File: src/rtl/shift_deser_pkg.sv
// Shared types and constants for the serial-to-parallel deserialiser.
package shift_deser_pkg;
  localparam int WIDTH_DEF = 8;
  localparam logic START_BIT = 1'b0;
  localparam logic STOP_BIT = 1'b1;

  typedef enum logic [1:0] {
    IDLE = 2'd0,
    DATA = 2'd1,
    STOP = 2'd2
  } state_t;
endpackage

File: src/rtl/shift_deser_obuf.sv
// Single-entry valid/ready holding register for completed words.
// Handshake: a transfer happens on any clk edge with pout_vld=1 and pout_rdy=1;
// pout is stable while pout_vld=1 and holds its last value after a transfer.
module shift_deser_obuf
  import shift_deser_pkg::*;
#(
  parameter int WIDTH = WIDTH_DEF
) (
  input  logic             clk,
  input  logic             rst,
  input  logic             word_vld,
  input  logic [WIDTH-1:0] word,
  output logic [WIDTH-1:0] pout,
  output logic             pout_vld,
  input  logic             pout_rdy,
  output logic             ovr
);

  logic xfer;
  logic can_load;

  assign xfer     = pout_vld && pout_rdy;
  assign can_load = !pout_vld || pout_rdy;

  always_ff @(posedge clk or negedge rst) begin
    if (!rst) begin
      pout     <= '0;
      pout_vld <= 1'b0;
      ovr      <= 1'b0;
    end else begin
      // A stuck consumer drops the new word; the held word is never overwritten.
      ovr <= word_vld && !can_load;
      if (word_vld && can_load) begin
        pout     <= word;
        pout_vld <= 1'b1;
      end else if (xfer) begin
        pout_vld <= 1'b0;
      end
    end
  end

endmodule

File: src/rtl/shift_deser.sv
// Strobed serial receiver: start bit, WIDTH data bits (LSB- or MSB-first), stop bit.
module shift_deser
  import shift_deser_pkg::*;
#(
  parameter int WIDTH = WIDTH_DEF
) (
  input  logic             clk,
  input  logic             rst,
  input  logic             sin,
  input  logic             sin_en,
  input  logic             mode,
  output logic [WIDTH-1:0] pout,
  output logic             pout_vld,
  input  logic             pout_rdy,
  output logic             frm_err,
  output logic             ovr,
  output logic             busy,
  output state_t           state
);

  localparam int CW = $clog2(WIDTH);

  state_t           state_nxt;
  logic [CW-1:0]    cnt, cnt_nxt;
  logic [WIDTH-1:0] shreg, shreg_nxt;
  logic             mode_q, mode_nxt;
  logic             word_done;
  logic             frm_err_nxt;

  always_ff @(posedge clk or negedge rst) begin
    if (!rst) begin
      state   <= IDLE;
      cnt     <= '0;
      shreg   <= '0;
      mode_q  <= 1'b0;
      frm_err <= 1'b0;
    end else begin
      state   <= state_nxt;
      cnt     <= cnt_nxt;
      shreg   <= shreg_nxt;
      mode_q  <= mode_nxt;
      frm_err <= frm_err_nxt;
    end
  end

  // Nothing advances without a strobe, so arbitrary gaps between bits are safe.
  always_comb begin
    state_nxt   = state;
    cnt_nxt     = cnt;
    shreg_nxt   = shreg;
    mode_nxt    = mode_q;
    word_done   = 1'b0;
    frm_err_nxt = 1'b0;
    if (sin_en) begin
      case (state)
        IDLE: begin
          if (sin == START_BIT) begin
            state_nxt = DATA;
            cnt_nxt   = '0;
            shreg_nxt = '0;
            mode_nxt  = mode;
          end
        end
        DATA: begin
          shreg_nxt = mode_q ? {shreg[WIDTH-2:0], sin} : {sin, shreg[WIDTH-1:1]};
          cnt_nxt   = cnt + CW'(1);
          if (cnt == CW'(WIDTH - 1)) state_nxt = STOP;
        end
        STOP: begin
          state_nxt = IDLE;
          if (sin == STOP_BIT) word_done = 1'b1;
          else frm_err_nxt = 1'b1;
        end
        default: state_nxt = IDLE;
      endcase
    end
  end

  assign busy = (state != IDLE);

  shift_deser_obuf #(.WIDTH(WIDTH)) u_obuf (
    .clk      (clk),
    .rst      (rst),
    .word_vld (word_done),
    .word     (shreg),
    .pout     (pout),
    .pout_vld (pout_vld),
    .pout_rdy (pout_rdy),
    .ovr      (ovr)
  );

endmodule

File: config.mk
export PLATFORM = sky130hd
export DESIGN_NAME = shift_deser
export DESIGN_NICKNAME = d
export VERILOG_FILES = /design/src/rtl/shift_deser_pkg.sv /design/src/rtl/shift_deser_obuf.sv /design/src/rtl/shift_deser.sv
export SDC_FILE = /design/constraint.sdc
export NUM_CORES = 1
export LEC_CHECK = 0
export BUFFER_PORTS_ARGS = -buffer_cell sky130_fd_sc_hd__buf_2
export CORE_ASPECT_RATIO = 1.25
export CORE_MARGIN = 1.5
export CORE_UTILIZATION = 45
export DETAILED_ROUTE_END_ITERATION = 10
export GPL_ROUTABILITY_DRIVEN = 0
export PLACE_DENSITY = 0.72
export RECOVER_POWER = 100
export SYNTH_ARGS = -nofsm -noshare
export SYNTH_HDL_FRONTEND = slang
export SYNTH_SLANG_ARGS = --single-unit
File: constraint.sdc
create_clock -name clk -period 1.95 [get_ports clk]
set_input_delay 0.39 -clock clk [delete_from_list [all_inputs] [get_ports clk]]
set_output_delay 0.39 -clock clk [all_outputs]
set_load 0.05 [all_outputs]
==> flow_summary.json <==
{
  "post_drt_wl_per_cell_um": 14.3,
  "cts_sinks": 25,
  "netlist_instances": 78,
  "yosysMostFrequentCell": "dfrtp_1",
  "drive_gt1_share_pct": 16.2,
  "yosys.area_share.simple_pct": 8.43,
  "slew_headroom_pct": 12.2,
  "post-route-min-period_ps": 1780,
  "grt_pass1_vias": 677,
  "grtUsageMet3_pct": 2.76,
  "yosys_warnings": 0,
  "dp.cells": 126,
  "hp-start": "mode",
  "outcome": "finished clean",
  "fin_setup_tns_ps": 0,
  "grt_use_met1_pct": 20.0,
  "setup_violations": 0,
  "diodes": 0,
  "area_delta_synth_final_pct": 8.09,
  "htree_levels": 1,
  "grt_start_max_net_pins": 26,
  "hold_class": "primary input to flip-flop",
  "track_usage_pct": 15.0,
  "clock_path_buffers": 2,
  "busiest_layer": "met2",
  "row_count": 19,
  "wl_um": 1850,
  "grt-ovfl-total": 0,
  "synth.avg_cell_area_um2": 14.3,
  "placed_area_um2": 1240,
  "drtPass1Iterations": 2,
  "numPortBuffers": 19,
  "tightestPinTransition_ps": 1320,
  "yosysSeqAreaShare_pct": 56.2,
  "hold_violations": 0,
  "synthFlopType": "dfrtp_1",
  "clock-skew-final_ps": 0.832,
  "timing.rr.start": "state[0]$_DFFE_PN0P_",
  "numCtsBuffers": 3,
  "clock_latency_ps": 310,
  "postCtsHoldBufs": 0,
  "async_flop_share_pct": 100,
  "path_class": "flip-flop to output port",
  "post_cts_resized": 0,
  "drt-vias-per-instance": 5.22,
  "yosys-top-cells-area": "dfrtp_1, mux2_4, mux2i_1, o2bb2ai_1, ha_1",
  "fp.dieH_um": 58.6,
  "io_pins": 20,
  "path_max_fanout": 12,
  "synth_top_cell_area_share_pct": 56.2,
  "cts_setup_buffers": 0,
  "power_density_nw_per_um2": 1270,
  "ys_seq_elements": 25,
  "synth_top_family_by_area": "multiplexers",
  "synth_mux_area_share_pct": 20.0,
  "yosys.area_share.adder_pct": 2.25,
  "cts.clk_slew.worst_paths_ps": 130,
  "die_width_um": 47.5,
  "peakVddDrop_v": 0.000815,
  "synth_xor_area_share_pct": 0,
  "required_ps": 1560,
  "synth_nets": 86,
  "crit_path_end_kind": "output port",
  "die_area_um2": 2780,
  "use_met2_pct": 24.1,
  "drc": 0,
  "cts_tree": "built",
  "start_util_pct": 49.3,
  "crit_arrival_ps": 1390,
  "root_buffer": "clkbuf_4",
  "slew_violations": 0,
  "grt_pass1_wl_um": 2990,
  "synth_common_cells": "dfrtp_1, mux2_4, mux2i_1, o2bb2ai_1, nand2_1",
  "synth.distinct_cells": 26,
  "nNetsFinal": 108,
  "antenna_left": 0,
  "synth_area_leader_cell": "dfrtp_1",
  "max_freq_ghz": 0.561,
  "rsz0062_at_grt": "no",
  "synth_area_um2": 1110,
  "num_vias": 678,
  "drt_iter0_drc": 3,
  "synth_compound_gate_area_share_pct": 10.1,
  "p_leak_uw": 0.000577,
  "finish.instance_area_um2": 1200,
  "coreArea_um2": 2260,
  "maxCapViolations": 0,
  "worstSetupStartpointType": "flip-flop",
  "min_period_over_period_pct": 91.5,
  "crit_start": "state[0]$_DFFE_PN0P_",
  "hpwl_um": 1350,
  "fin_util_pct": 53.3,
  "synth-edff-count": 0,
  "final_cells": 130,
  "antenna_found_initial": 0
}
==> final cells by class <==
| class | count | area, um2 |
|---|---|---|
| fill | 211 | 1050 |
| sequential | 25 | 626 |
| multi-input combinational | 47 | 417 |
| timing repair buffer | 21 | 87.6 |
| tap | 31 | 38.8 |
| clock buffer | 3 | 22.5 |
| inverter | 2 | 7.51 |
| clock inverter | 1 | 5.00 |
==> state kept, by name, indices dropped and copies added, names as in the netlist <==
signal / flops
shreg: 8
u_obuf.pout: 8
cnt: 3
state: 2
frm_err: 1
mode_q: 1
u_obuf.ovr: 1
u_obuf.pout_vld: 1
==> critical path, stage by stage, from the launching register on <==
cell	delay [ps]
dfrtp_1	510
or2_2	330
clkbuf_2	240
==> through the flow <==
| stage | hold slack, ps | setup WS (ps) | total power [uW] |
|---|---|---|---|
| floorplan | 94.4 | 290 | 1210 |
| detailed placement | 409 | 362 | 1340 |
| CTS | 61.8 | 172 | 1560 |
| global route | 287 | 94.9 | 1620 |
| global placement | 406 | 401 | 1310 |
| finish | 283 | 167 | 1530 |
==> final timing paths <==
path | end | slack (ps) | cells after the start
hold reg to reg | u_obuf.pout[1]$_DFFE_PN0P_ | 500 | 1
hold / removal | mode_q$_DFFE_PN0P_ | 280 | 2
setup reg to reg | shreg[1]$_DFFE_PN0P_ | 220 | 3
max in group asynchronous | shreg[1]$_DFFE_PN0P_ | 850 | 1
min in group asynchronous | u_obuf.pout[4]$_DFFE_PN0P_ | 340 | 1
setup / recovery | busy | 170 | 2
==> per-layer routing <==
metal  part of all wire, %  up-vias
met1                    45      334
li1                      -      326
met2                    50       14
met3                   3.3        4
met4                   1.6        0
met5                     0        -
==> cell families (layout without fill, tap and decap cells) <==
family | count (synthesis) | after routing
AO/OA/AOI/OAI | 14 | 14
AND/OR/NAND/NOR | 13 | 13
multiplexers | 18 | 18
buffers and inverters | 6 | 27
flip-flops | 25 | 25
adder cells (fa/ha/maj) | 2 | 2
==> placed cells by master, fill, tap and decap left out, drive strengths merged <==
master and n:
nor2 1, mux2i 8, nor3b 1, nand2b 1, clkinv 1, buf 4, mux2 10, o21ai 3
nor2b 3, a21o 1, nor3 1, o2bb2ai 8, nand3 1, a32o 2, nand4b 1, clkbuf 20
dfrtp 25, ha 2, inv 2, or2 1, nand2 3
==> power by group <==
part	total (uW)	switching [uW]	internal, uW
Sequential	823	173	649
Combinational	477	263	214
Clock	227	150	76.6
Note: power is estimated with default switching activity, not from simulation.
